**src/rtl/usr_serial_controller_pkg.sv**
```systemverilog
// Shared types for the USR transfer sequencer: USR mode selects, command opcodes,
// FSM state encoding and small opcode decode helpers.
package usr_serial_controller_pkg;

  // SHR moves data toward the MSB (serial in -> bit 0), SHL toward the LSB.
  typedef enum logic [1:0] {
    MODE_HOLD = 2'b00,
    MODE_SHR  = 2'b01,
    MODE_SHL  = 2'b10,
    MODE_LOAD = 2'b11
  } mode_e;

  typedef enum logic [1:0] {
    OP_TX   = 2'b00,
    OP_RX   = 2'b01,
    OP_XFER = 2'b10,
    OP_RSVD = 2'b11
  } op_e;

  typedef enum logic [1:0] {
    ST_IDLE  = 2'b00,
    ST_LOAD  = 2'b01,
    ST_SHIFT = 2'b10,
    ST_DONE  = 2'b11
  } state_e;

  // Reserved opcode behaves as TX: loads the command word, shifts in zeros.
  function automatic logic op_loads_data(input op_e op);
    return op != OP_RX;
  endfunction

  function automatic logic op_samples_in(input op_e op);
    return (op == OP_RX) || (op == OP_XFER);
  endfunction

endpackage

```
**src/rtl/usr_serial_controller_if.sv**
```systemverilog
// Command / response channel between a command master and the USR sequencer.
interface usr_serial_controller_if #(
  parameter int WIDTH = 4
);
  logic             cmd_valid;
  logic             cmd_ready;
  logic [1:0]       cmd_op;
  logic             cmd_dir;
  logic [WIDTH-1:0] cmd_data;
  logic             rsp_valid;
  logic             rsp_ready;
  logic [WIDTH-1:0] rsp_data;

  modport master (
    output cmd_valid, cmd_op, cmd_dir, cmd_data, rsp_ready,
    input  cmd_ready, rsp_valid, rsp_data
  );

  modport slave (
    input  cmd_valid, cmd_op, cmd_dir, cmd_data, rsp_ready,
    output cmd_ready, rsp_valid, rsp_data
  );
endinterface

```
**src/rtl/usr_serial_controller_bit_timer.sv**
```systemverilog
// Bit-period divider and shifted-bit counter; flags the shift cycle and the final bit.
module usr_serial_controller_bit_timer #(
  parameter int WIDTH        = 4,
  parameter int CLKS_PER_BIT = 1
) (
  input  logic i_clk,
  input  logic i_clear,
  input  logic i_start,
  input  logic i_run,
  output logic o_shift_pulse,
  output logic o_last_bit
);
  localparam int DIV_W = (CLKS_PER_BIT > 1) ? $clog2(CLKS_PER_BIT) : 1;
  localparam int BIT_W = $clog2(WIDTH);
  localparam logic [DIV_W-1:0] DIV_LAST = DIV_W'(CLKS_PER_BIT - 1);
  localparam logic [BIT_W-1:0] BIT_LAST = BIT_W'(WIDTH - 1);

  logic [DIV_W-1:0] r_div_cnt;
  logic [BIT_W-1:0] r_bit_cnt;
  logic             w_div_term;

  assign w_div_term    = (r_div_cnt == DIV_LAST);
  assign o_shift_pulse = i_run && w_div_term;
  assign o_last_bit    = (r_bit_cnt == BIT_LAST);

  // bit_cnt saturates at the last bit; the FSM leaves SHIFT on that pulse.
  always_ff @(posedge i_clk) begin
    if (i_clear || i_start) begin
      r_div_cnt <= '0;
      r_bit_cnt <= '0;
    end else if (i_run) begin
      r_div_cnt <= w_div_term ? '0 : r_div_cnt + 1'b1;
      if (w_div_term && !o_last_bit) r_bit_cnt <= r_bit_cnt + 1'b1;
    end
  end
endmodule

```
**src/rtl/usr_serial_controller.sv**
```systemverilog
// Sequences an external universal shift register through load/shift/hold modes to run
// one TX, RX or full-duplex serial transfer per command and return the final word.
module usr_serial_controller
  import usr_serial_controller_pkg::*;
#(
  parameter int WIDTH        = 4,
  parameter int CLKS_PER_BIT = 1
) (
  input  logic                    i_clk,
  input  logic                    i_clr_n,
  input  logic                    i_abort,
  usr_serial_controller_if.slave  bus,
  input  logic                    i_ser_in,
  output logic                    o_ser_out,
  output logic                    o_ser_out_vld,
  output logic                    o_busy,
  output logic                    o_usr_s1,
  output logic                    o_usr_s0,
  output logic [WIDTH-1:0]        o_usr_p_in,
  output logic                    o_usr_in,
  input  logic [WIDTH-1:0]        i_usr_out
);
  state_e           r_state;
  state_e           w_next;
  op_e              r_op;
  logic             r_dir;
  logic [WIDTH-1:0] r_data;
  mode_e            w_mode;
  logic             w_shift_pulse;
  logic             w_last_bit;

  usr_serial_controller_bit_timer #(
    .WIDTH        (WIDTH),
    .CLKS_PER_BIT (CLKS_PER_BIT)
  ) u_timer (
    .i_clk         (i_clk),
    .i_clear       (!i_clr_n || i_abort),
    .i_start       (r_state == ST_LOAD),
    .i_run         (r_state == ST_SHIFT),
    .o_shift_pulse (w_shift_pulse),
    .o_last_bit    (w_last_bit)
  );

  always_ff @(posedge i_clk) begin
    if (!i_clr_n) r_state <= ST_IDLE;
    else          r_state <= w_next;
  end

  always_ff @(posedge i_clk) begin
    if (bus.cmd_valid && bus.cmd_ready) begin
      r_op   <= op_e'(bus.cmd_op);
      r_dir  <= bus.cmd_dir;
      r_data <= bus.cmd_data;
    end
  end

  always_comb begin
    w_next = r_state;
    if (i_abort) begin
      w_next = ST_IDLE;
    end else begin
      case (r_state)
        ST_IDLE:  if (bus.cmd_valid) w_next = ST_LOAD;
        ST_LOAD:  w_next = ST_SHIFT;
        ST_SHIFT: if (w_shift_pulse && w_last_bit) w_next = ST_DONE;
        ST_DONE:  if (bus.rsp_ready) w_next = ST_IDLE;
        default:  w_next = ST_IDLE;
      endcase
    end
  end

  // Reset forces LOAD of zero so the external USR clears on the same edge.
  always_comb begin
    w_mode        = MODE_HOLD;
    o_usr_p_in    = '0;
    o_usr_in      = 1'b0;
    bus.cmd_ready = 1'b0;
    bus.rsp_valid = 1'b0;
    if (!i_clr_n) begin
      w_mode = MODE_LOAD;
    end else if (!i_abort) begin
      case (r_state)
        ST_IDLE: bus.cmd_ready = 1'b1;
        ST_LOAD: begin
          w_mode     = MODE_LOAD;
          o_usr_p_in = op_loads_data(r_op) ? r_data : '0;
        end
        ST_SHIFT: begin
          if (w_shift_pulse) begin
            w_mode   = r_dir ? MODE_SHL : MODE_SHR;
            o_usr_in = op_samples_in(r_op) && i_ser_in;
          end
        end
        ST_DONE: bus.rsp_valid = 1'b1;
        default: ;
      endcase
    end
  end

  assign o_usr_s1      = w_mode[1];
  assign o_usr_s0      = w_mode[0];
  assign bus.rsp_data  = i_usr_out;
  assign o_ser_out     = r_dir ? i_usr_out[0] : i_usr_out[WIDTH-1];
  assign o_ser_out_vld = (r_state == ST_SHIFT);
  assign o_busy        = (r_state != ST_IDLE);
endmodule
```
**src/flat_wrapper.sv**
```systemverilog
// flat-port wrapper written by rule: the top's interface ports become plain ports
module usr_serial_controller_flat import usr_serial_controller_pkg::*;
#(
  parameter int WIDTH        = 4,
  parameter int CLKS_PER_BIT = 1
)
  (i_clk, i_clr_n, i_abort, i_ser_in, o_ser_out, o_ser_out_vld, o_busy, o_usr_s1, o_usr_s0, o_usr_p_in, o_usr_in, i_usr_out, bus_cmd_valid, bus_cmd_op, bus_cmd_dir, bus_cmd_data, bus_rsp_ready, bus_cmd_ready, bus_rsp_valid, bus_rsp_data);
  usr_serial_controller_if #(.WIDTH(WIDTH)) bus_i ();
  input  logic i_clk;
  input  logic i_clr_n;
  input  logic i_abort;
  input  logic i_ser_in;
  output logic o_ser_out;
  output logic o_ser_out_vld;
  output logic o_busy;
  output logic o_usr_s1;
  output logic o_usr_s0;
  output logic [WIDTH-1:0] o_usr_p_in;
  output logic o_usr_in;
  input  logic [WIDTH-1:0] i_usr_out;
  input wire logic [$bits(bus_i.cmd_valid)-1:0] bus_cmd_valid;
  input wire logic [$bits(bus_i.cmd_op)-1:0] bus_cmd_op;
  input wire logic [$bits(bus_i.cmd_dir)-1:0] bus_cmd_dir;
  input wire logic [$bits(bus_i.cmd_data)-1:0] bus_cmd_data;
  input wire logic [$bits(bus_i.rsp_ready)-1:0] bus_rsp_ready;
  output wire logic [$bits(bus_i.cmd_ready)-1:0] bus_cmd_ready;
  output wire logic [$bits(bus_i.rsp_valid)-1:0] bus_rsp_valid;
  output wire logic [$bits(bus_i.rsp_data)-1:0] bus_rsp_data;
  assign bus_i.cmd_valid = bus_cmd_valid;
  assign bus_i.cmd_op = bus_cmd_op;
  assign bus_i.cmd_dir = bus_cmd_dir;
  assign bus_i.cmd_data = bus_cmd_data;
  assign bus_i.rsp_ready = bus_rsp_ready;
  assign bus_cmd_ready = bus_i.cmd_ready;
  assign bus_rsp_valid = bus_i.rsp_valid;
  assign bus_rsp_data = bus_i.rsp_data;
  usr_serial_controller #(.WIDTH(WIDTH), .CLKS_PER_BIT(CLKS_PER_BIT)) u_core (.i_clk(i_clk), .i_clr_n(i_clr_n), .i_abort(i_abort), .bus(bus_i), .i_ser_in(i_ser_in), .o_ser_out(o_ser_out), .o_ser_out_vld(o_ser_out_vld), .o_busy(o_busy), .o_usr_s1(o_usr_s1), .o_usr_s0(o_usr_s0), .o_usr_p_in(o_usr_p_in), .o_usr_in(o_usr_in), .i_usr_out(i_usr_out));
endmodule
```
**config.mk**
```make
export PLATFORM = sky130hd
export DESIGN_NAME = usr_serial_controller_flat
export DESIGN_NICKNAME = d
export VERILOG_FILES = /design/src/rtl/usr_serial_controller_pkg.sv /design/src/rtl/usr_serial_controller_if.sv /design/src/rtl/usr_serial_controller_bit_timer.sv /design/src/rtl/usr_serial_controller.sv /design/src/flat_wrapper.sv
export SDC_FILE = /design/constraint.sdc
export NUM_CORES = 1
export LEC_CHECK = 0
export BUFFER_PORTS_ARGS = -buffer_cell sky130_fd_sc_hd__buf_4
export CAP_MARGIN = 10
export CORE_UTILIZATION = 35
export DETAILED_ROUTE_END_ITERATION = 8
export GPL_TIMING_DRIVEN = 1
export PLACE_DENSITY = 0.71
export RECOVER_POWER = 25
export SLEW_MARGIN = 25
export SYNTH_ARGS = -nofsm -noshare
export SYNTH_HDL_FRONTEND = slang
export SYNTH_HIERARCHICAL = 1
export SYNTH_SLANG_ARGS = --single-unit
```
**constraint.sdc**
```tcl
create_clock -name i_clk -period 1.7 [get_ports i_clk]
set_input_delay 0.425 -clock i_clk [delete_from_list [all_inputs] [get_ports i_clk]]
set_output_delay 0.425 -clock i_clk [all_outputs]
set_load 0.01 [all_outputs]
```
==> flow_summary.yaml, run 1 <==
run_status:
  status: "complete, but fails checks"
  violations: "negative setup slack"
floorplan:
  die_h_microns: 45.9
  dieArea_sq_um: 2100
  rows: 15
  coreArea_sq_um: 1760
  start_util_pct: 38.2
  chipWidth_microns: 45.9
  ios: 33
critical_path:
  r2r-start: "u_core/r_state[0]"
  reg2regPathDepth: 6
  critPathArrivalTime_ns: 1.37
  r2r-end: "u_core/r_state[1]"
  crit_type: "register to output port"
  r2r_slack_ns: 0.21
  cp_data_required_time_ns: 1.27
  critPathMaxFanout: 5
  start_kind: "register"
  cp-end-kind: "output port"
logic_synthesis:
  syn-cell-area_sq_um: 673
  ys_warn_count: 6
  ys_seq_elements: 11
  syn_avg_cell_area_sq_um: 11.2
  synthTopCellsByArea: "edfxtp_1 (31%), ha_1 (13%), dfxtp_1 (12%), buf_4 (5.6%), and2_1 (4.6%)"
  ys_types: 24
  syn_nets: 84
  synth_cells: 60
  synth_top_area_share_pct: 31.2
  yosysSeqAreaShare_pct: 43.1
  yosysTopAreaCell: "edfxtp_1"
sta:
  finalHoldViolCount: 0
  max_slew_margin_pct: 79.0
  rsz0062_at_grt: "yes"
  hold_ws_ns: 0.329
  setup_viol_count_final: 7
  drv_slew: 0
  period_needed_ns: 1.80
  fin_tns_setup_ns: -0.593
  tightest_slew_ns: 0.311
  period_share_pct: 106
  setup_slack_ns: -0.0997
  fmax_mhz: 556
  worst_clock_skew_ns: 0.00138
finish:
  final-seq-area_sq_um: 298
  syn2layout_area_growth_pct: 56.5
  final_util_pct: 59.7
  final_cell_count_no_fill: 121
  fill_cells: 152
  stdcell_area_sq_um: 1050
  num_antenna_cells: 0
  multi_input_area_sq_um: 383
  fin_nets: 121
  drive_gt1_share_pct: 60.4
routing:
  ant_nets: 0
  vias: 518
  wl_per_cell_microns: 12.2
  detailedRoute.firstPassIterationCount: 5
  drt_wl_total_microns: 1480
  drc: 0
  routed_via_density: 4.28
  drt_iter0_drc: 6
clocking:
  cts_max_path_buffers: 2
  cts_root_buf: "clkbuf_4"
  cts_hold_buf: 0
  htree_num_levels: 1
  clkTransAtPathRegs_ns: 0.07
  cts_buffers: 3
  clock-sinks: 11
  cts_tree: "yes"
  clock_latency_ns: 0.27
hold_path:
  min_path_cells: 1
  min_to: "u_core/r_op[0]"
  hp-class: "input port to register"
  min_from: "bus_cmd_op[0]"
global_routing:
  grt_pass1_vias: 519
  overflow: 0
  grt_max_degree: 10
  grt_use_total_pct: 15.3
  grt_pass1_wl_microns: 2250
  antenna_found_initial: 0
power:
  total_power_uw: 606
  clkPwrFrac_pct: 30.1
  ir_drop_mv: 0.338
  seq_power_share_pct: 48.9
  pwr-share-comb_pct: 21.0
  p_int_uw: 455
  power.density_nw_per_um2: 575
  p_leak_nw: 0.460
  switching_share_pct: 24.9
  switching_power_uw: 151
placement:
  hpwlAfterDp_microns: 1020
  gp_congestion: 0.853
  place_inst: 111
  dpl_worst_slack_ns: 0.0316
  portBuffers: 28
  dpl-instance-area_sq_um: 900
flow_run:
  cap_violations: 0
==> layout by cell type (no fill, tap or decap) <==
master | netlist | final
nand2b_1 | 1 | 1
and3_1 | 1 | 1
nand2_1 | 3 | 3
dfxtp_1 | 4 | 2
mux2i_1 | 2 | 2
edfxtp_1 | 7 | 7
a211o_1 | 1 | 1
nand4b_1 | 1 | 1
a31oi_2 | 0 | 1
inv_2 | 1 | 3
o21ai_2 | 0 | 1
nor2b_1 | 2 | 2
nor3_2 | 2 | 2
o21ai_1 | 0 | 1
clkbuf_1 | 0 | 1
mux2_2 | 1 | 1
nor2b_4 | 2 | 2
buf_4 | 5 | 30
dfxtp_4 | 0 | 2
ha_1 | 7 | 3
inv_4 | 0 | 1
o41ai_1 | 1 | 1
a21oi_1 | 1 | 1
ha_4 | 0 | 4
and2_1 | 5 | 5
buf_12 | 0 | 1
nor2_1 | 2 | 2
nor3b_4 | 1 | 1
inv_1 | 5 | 2
a31oi_1 | 2 | 1
xnor2_1 | 1 | 1
clkbuf_4 | 0 | 9
==> cells in the mapped netlist <==
cell type	number
and3_1	1
nor3_2	2
nand2b_1	1
edfxtp_1	7
a21oi_1	1
nand2_1	3
nor3b_4	1
nand4b_1	1
nor2b_1	2
xnor2_1	1
inv_1	5
mux2_2	1
a31oi_1	2
a211o_1	1
dfxtp_1	4
inv_2	1
and2_1	5
ha_1	7
buf_4	5
o21ai_0	2
mux2i_1	2
o41ai_1	1
nor2_1	2
nor2b_4	2
==> repair_timing <==
item                       in CTS  in global routing
gates resized for setup        16                  3
buffers inserted                3                  3
setup endpoints to repair       8                  8
hold endpoints to repair        0                  0
pin swaps                       7                  6
==> cell families after synthesis <==
| logic type | count (synthesis) | share of synthesized area, % |
|---|---|---|
| and+or+nand+nor | 20 | 22.3 |
| buffers and inverters | 11 | 8.92 |
| DFF | 11 | 43.1 |
| AOI/OAI and AO/OA | 7 | 6.69 |
| adders and majority gates | 7 | 13.0 |
| muxes | 3 | 4.65 |
| xor gates and xnor gates | 1 | 1.30 |
==> worst max-delay path by stage <==
stage / startpoint / cells past startpoint / to
finish: u_core/r_state[1] / 5 / o_usr_p_in[2]
global route: u_core/r_state[1] / 5 / o_usr_p_in[1]
CTS: u_core/r_state[0] / 5 / o_usr_s0
detailed placement: u_core/r_state[1] / 5 / o_usr_p_in[2]
global placement: u_core/r_state[0] / 5 / o_usr_s1
floorplan: u_core/r_state[0] / 5 / o_usr_s0
==> cell type report <==
class	instances	area share, %
multi-input cells	38	36.3
flip-flops and latches	11	28.3
repair buffers	37	27.6
well taps	25	2.97
clock buffers	4	2.49
inverters	6	2.38
==> layer usage <==
layer / up-vias / wire [microns] / track usage [%]
li1: 272 / - / -
met2: 13 / 690 / 25.4
met4: 0 / 17 / 5.29
met3: 2 / 60 / 3.57
met1: 231 / 712 / 19.3
met5: - / 0 / 0
==> sequential cells by signal, indices dropped and copies added, names as in the netlist <==
register and flops:
u_core/r_data 4, u_core/r_dir 1, u_core/r_op 2, u_core/r_state 2
u_core/u_timer/r_bit_cnt 2
==> power groups by stage <==
| stage | registers (mW) | logic, mW | clock network (mW) |
|---|---|---|---|
| floorplan | 0.301 | 0.0561 | 0 |
| global placement | 0.302 | 0.102 | 0 |
| detailed placement | 0.302 | 0.103 | 0 |
| CTS | 0.296 | 0.115 | 0.189 |
| global route | 0.297 | 0.137 | 0.199 |
| finish | 0.296 | 0.127 | 0.183 |
==> worst max-delay path: stages, from the launching register on <==
cell and delay [ns]:
dfxtp_4 0.36, inv_4 0.08, ha_4 0.16, nor3b_4 0.23
and2_1 0.16, buf_4 0.11
(Power assumes the default switching activity.)
==> run 2: changes to the inputs <==
--- a/config.mk
+++ b/config.mk
@@ -10,6 +10,7 @@
 export CORE_UTILIZATION = 35
 export DETAILED_ROUTE_END_ITERATION = 8
 export GPL_TIMING_DRIVEN = 1
+export MAX_ROUTING_LAYER = met4
 export PLACE_DENSITY = 0.71
 export RECOVER_POWER = 25
 export SLEW_MARGIN = 25
==> run 2 against run 1 <==
The run still ends with negative setup slack left. Core utilization did not move. Clock-buffer cell count is the same. Total power grew 0.56%. Clock power is essentially flat. Fmax is 0.38% lower. Setup slack got worse by 0.0068 ns. Clock skew hardly changed. Hold slack worse by 0.0059 ns. Sequential cell count unchanged. Sequential power barely moved. Cell area unchanged. Global-route usage is 0.45 points higher. Critical endpoint unchanged.
==> flow_summary.yaml, run 2 (synthesis gave the netlist of run 1 again) <==
floorplan:
  die_h_microns: 45.9
  dieArea_sq_um: 2100
  chipWidth_microns: 45.9
  start_util_pct: 38.2
  ios: 33
  rows: 15
  coreArea_sq_um: 1760
critical_path:
  critPathMaxFanout: 5
  r2r-start: "u_core/r_state[0]"
  start_kind: "register"
  crit_type: "register to output port"
  cp_data_required_time_ns: 1.27
  critPathArrivalTime_ns: 1.38
  cp-end-kind: "output port"
  crit_path_start: "u_core/r_state[1]"
finish:
  syn2layout_area_growth_pct: 56.5
  drive_gt1_share_pct: 60.4
  layout_common_cells: "buf_4 (30), clkbuf_4 (9), edfxtp_1 (7), and2_1 (5), ha_4 (4)"
  fill_cells: 152
  final_cell_count_no_fill: 121
  final_util_pct: 59.7
  layout_commonest_cell: "buf_4"
  largest_reg_flops: 4
  fin_nets: 121
  largest-register: "u_core/r_data"
  num_antenna_cells: 0
routing:
  drt_iter0_drc: 7
  drc: 0
  wl_per_cell_microns: 12.2
  routed_via_density: 4.27
  vias: 517
  drt_wl_total_microns: 1480
  detailedRoute.firstPassIterationCount: 5
  ant_nets: 0
power:
  power.density_nw_per_um2: 578
  switching_share_pct: 25.3
  p_int_uw: 455
  total_power_uw: 609
  clkPwrFrac_pct: 30.5
  switching_power_uw: 154
  pwr-share-comb_pct: 20.9
  seq_power_share_pct: 48.6
  p_leak_nw: 0.460
  ir_drop_mv: 0.347
global_routing:
  grt_max_degree: 10
  grt_pass1_wl_microns: 2250
  overflow: 0
  grt_pass1_vias: 520
  grt_use_total_pct: 15.8
  antenna_found_initial: 0
sta:
  period_share_pct: 106
  drv_slew: 0
  setup_viol_count_final: 7
  setup_slack_ns: -0.106
  tightest_slew_ns: 0.313
  rsz0062_at_grt: "yes"
  max_slew_margin_pct: 78.8
  fmax_mhz: 554
  period_needed_ns: 1.81
  worst_clock_skew_ns: 0.00130
  finalHoldViolCount: 0
hold_path:
  min_from: "bus_cmd_op[0]"
  hp-class: "input port to register"
clocking:
  clock-sinks: 11
  cts_root_buf: "clkbuf_4"
  clock_latency_ns: 0.27
  cts_max_path_buffers: 2
  clkTransAtPathRegs_ns: 0.07
  htree_num_levels: 1
  cts_hold_buf: 0
  cts_tree: "yes"
  cts_buffers: 3
placement:
  portBuffers: 28
  dpl_worst_slack_ns: 0.0316
  place_inst: 111
  hpwlAfterDp_microns: 1020
  gp_congestion: 0.866
run_status:
  violations: "negative setup slack"
  status: "complete, but fails checks"
flow_run:
  cap_violations: 0
-- run 2: final timing paths --
check	slack, ns	end	depth (start not counted)
worst max register to register	0.22	u_core/r_state[1]	6
worst min-delay path	0.32	u_core/r_op[0]	1
worst max-delay path	-0.11	o_usr_p_in[2]	5
worst min register to register	0.54	u_core/u_timer/r_bit_cnt[1]	2
-- run 2: timing repair --
| item | 4_1_cts | 5_1_grt |
|---|---|---|
| pin swaps | 7 | 6 |
| buffers inserted | 3 | 3 |
| gates resized for setup | 16 | 3 |
| setup endpoints to repair | 8 | 8 |
-- run 2: per-layer routing --
layer / routed length (microns) / up-vias / track usage, %
met3: 61 / 2 / 3.57
met1: 717 / 230 / 19.3
met2: 680 / 13 / 25.4
li1: - / 272 / -
met4: 20 / 0 / 5.29
met5: 0 / - / -
-- run 2: power groups by stage --
stage / clock network [mW] / logic [mW] / registers [mW]
final: 0.186 / 0.127 / 0.296
after detailed placement: 0 / 0.103 / 0.302
after global routing: 0.199 / 0.137 / 0.297
after CTS: 0.189 / 0.115 / 0.296
after global placement: 0 / 0.102 / 0.302
after floorplan: 0 / 0.0561 / 0.301
-- run 2: layout make-up --
cell class | instances | area (sq um) | share of cell area, %
clock buffers | 4 | 26.3 | 2.49
inverters | 6 | 25.0 | 2.38
multi-input cells | 38 | 383 | 36.3
flip-flops and latches | 11 | 298 | 28.3
well taps | 25 | 31.3 | 2.97
repair buffers | 37 | 290 | 27.6
-- run 2: critical path: stages (launching register included) --
cell,delay (ns)
dfxtp_4,0.36
inv_4,0.08
ha_4,0.16
nor3b_4,0.23
and2_1,0.16
buf_4,0.11
-- run 2: metrics by stage --
step,setup TNS (ns),hold slack (ns),cell area (sq um)
final,-0.636,0.323,1050
after floorplan,0,0.471,673
after global placement,0,0.491,900
after detailed placement,0,0.504,900
after CTS,-0.602,0.320,1010
after global routing,-1.07,0.325,1050
==> run 3: changes to the inputs <==
--- a/config.mk
+++ b/config.mk
@@ -7,11 +7,13 @@
 export LEC_CHECK = 0
 export BUFFER_PORTS_ARGS = -buffer_cell sky130_fd_sc_hd__buf_4
 export CAP_MARGIN = 10
-export CORE_UTILIZATION = 35
+export CELL_PAD_IN_SITES_DETAIL_PLACEMENT = 1
+export CELL_PAD_IN_SITES_GLOBAL_PLACEMENT = 2
+export CORE_UTILIZATION = 26
 export DETAILED_ROUTE_END_ITERATION = 8
 export GPL_TIMING_DRIVEN = 1
 export MAX_ROUTING_LAYER = met4
-export PLACE_DENSITY = 0.71
+export PLACE_DENSITY = 0.84
 export RECOVER_POWER = 25
 export SLEW_MARGIN = 25
 export SYNTH_ARGS = -nofsm -noshare
==> run 3 against run 2 <==
Core utilization down 15 points. Clock skew up 0.0037 ns. Combinational power up 13%. Clock power down 4%. The flow still finishes with violations (negative setup slack). Clock-buffer cell count unchanged.
==> flow_summary.yaml, run 3 (synthesis gave the netlist of run 1 again) <==
sta:
  fin_tns_setup_ns: -1.21
  period_share_pct: 110
  setup_slack_ns: -0.177
  period_needed_ns: 1.88
  max_slew_margin_pct: 76.7
  rsz0062_at_grt: "yes"
  fmax_mhz: 533
  setup_viol_count_final: 8
  worst_clock_skew_ns: 0.00504
  drv_slew: 0
  finalHoldViolCount: 0
  tightest_slew_ns: 0.349
finish:
  final_util_pct: 44.8
  layout_commonest_cell: "buf_4"
  syn2layout_area_growth_pct: 63.4
  layout_common_cells: "buf_4 (32), clkbuf_4 (9), edfxtp_1 (7), and2_1 (4)"
  final_cell_count_no_fill: 129
  drive_gt1_share_pct: 65.7
  fill_cells: 276
  num_antenna_cells: 0
  fin_nets: 124
  largest-register: "u_core/r_data"
  largest_reg_flops: 4
routing:
  drt_wl_total_microns: 1750
  detailedRoute.firstPassIterationCount: 4
  vias: 581
  drt_iter0_drc: 3
  drc: 0
  routed_via_density: 4.50
  ant_nets: 0
  wl_per_cell_microns: 13.6
floorplan:
  ios: 33
  start_util_pct: 27.4
  coreArea_sq_um: 2450
  chipWidth_microns: 52.9
  rows: 18
  die_h_microns: 52.9
  dieArea_sq_um: 2800
power:
  pwr-share-comb_pct: 23.3
  seq_power_share_pct: 47.9
  switching_share_pct: 24.9
  p_leak_nw: 0.479
  p_int_uw: 464
  power.density_nw_per_um2: 562
  ir_drop_mv: 0.374
  switching_power_uw: 154
  clkPwrFrac_pct: 28.9
clocking:
  cts_tree: "yes"
  clock_latency_ns: 0.26
  clock-sinks: 11
  cts_hold_buf: 0
  cts_buffers: 3
  htree_num_levels: 1
  cts_max_path_buffers: 2
  clkTransAtPathRegs_ns: 0.07
  cts_root_buf: "clkbuf_4"
run_status:
  status: "complete, but fails checks"
  violations: "negative setup slack"
global_routing:
  overflow: 0
  globalRoute.busiestLayer: "met2"
  antenna_found_initial: 0
  met3_usage_pct: 4.02
  grt_max_degree: 8
  grt_pass1_vias: 583
  grt_pass1_wl_microns: 2660
  use_met2_pct: 24.9
  grt_use_total_pct: 13.9
  met1_usage_pct: 14.6
critical_path:
  crit_type: "register to output port"
  r2r_slack_ns: 0.11
  critPathMaxFanout: 4
  start_kind: "register"
  cp-end-kind: "output port"
  critPathArrivalTime_ns: 1.45
  cp_data_required_time_ns: 1.27
placement:
  portBuffers: 28
  place_inst: 117
  hpwlAfterDp_microns: 1210
  gp_congestion: 0.683
hold_path:
  hp-class: "input port to register"
flow_run:
  cap_violations: 0
==> run 3: final cells by class <==
| class | instances | area (sq um) | share of cell area, % |
|---|---|---|---|
| inverters | 6 | 28.8 | 2.62 |
| flip-flops and latches | 11 | 298 | 27.1 |
| repair buffers | 40 | 308 | 28.0 |
| well taps | 30 | 37.5 | 3.41 |
| clock buffers | 4 | 26.3 | 2.39 |
| multi-input cells | 38 | 402 | 36.5 |
==> run 3: worst paths after layout <==
path	to	cells after the start	startpoint
worst max-delay path	o_usr_s0	5	u_core/r_state[0]
worst min-delay path	u_core/r_data[3]	1	bus_cmd_data[3]
worst max register to register	u_core/r_state[0]	7	u_core/r_state[0]
worst min register to register	u_core/r_state[1]	2	u_core/r_state[1]
==> run 3: power by group through the flow <==
| stage | Clock, mW | Sequential [mW] | Combinational [mW] |
|---|---|---|---|
| after floorplan | 0 | 0.301 | 0.0561 |
| after global placement | 0 | 0.302 | 0.104 |
| final | 0.179 | 0.296 | 0.144 |
| after CTS | 0.187 | 0.296 | 0.134 |
| after detailed placement | 0 | 0.302 | 0.107 |
| after global routing | 0.200 | 0.297 | 0.154 |
==> run 3: stage by stage <==
stage	power, mW	area, sq um	hold WS [ns]	setup slack (ns)
6_report	0.618	1100	0.344	-0.177
3_5_place_dp	0.409	913	0.511	-0.0181
5_1_grt	0.651	1100	0.328	-0.263
3_3_place_gp	0.406	913	0.495	0.0718
4_1_cts	0.617	1060	0.323	-0.144
2_1_floorplan	0.357	673	0.471	0.0132
==> run 3: per-layer routing <==
metal / up-vias / wire length (microns)
met5: - / 0
met4: 0 / 45
met3: 4 / 120
li1: 280 / -
met2: 25 / 900
met1: 272 / 688
==> run 3: critical path: stages (launching register included) <==
cell and delay (ns):
dfxtp_4 0.37, clkinvlp_4 0.15, ha_4 0.33, nand2b_4 0.06, o21ai_2 0.14, buf_4 0.13
==> run 3: timing repair <==
action | CTS | global route
cloned | 0 | 0
endpoints found under the setup margin | 8 | 10
pin swaps | 7 | 4
gates resized for setup | 19 | 6
buffers inserted | 5 | 3
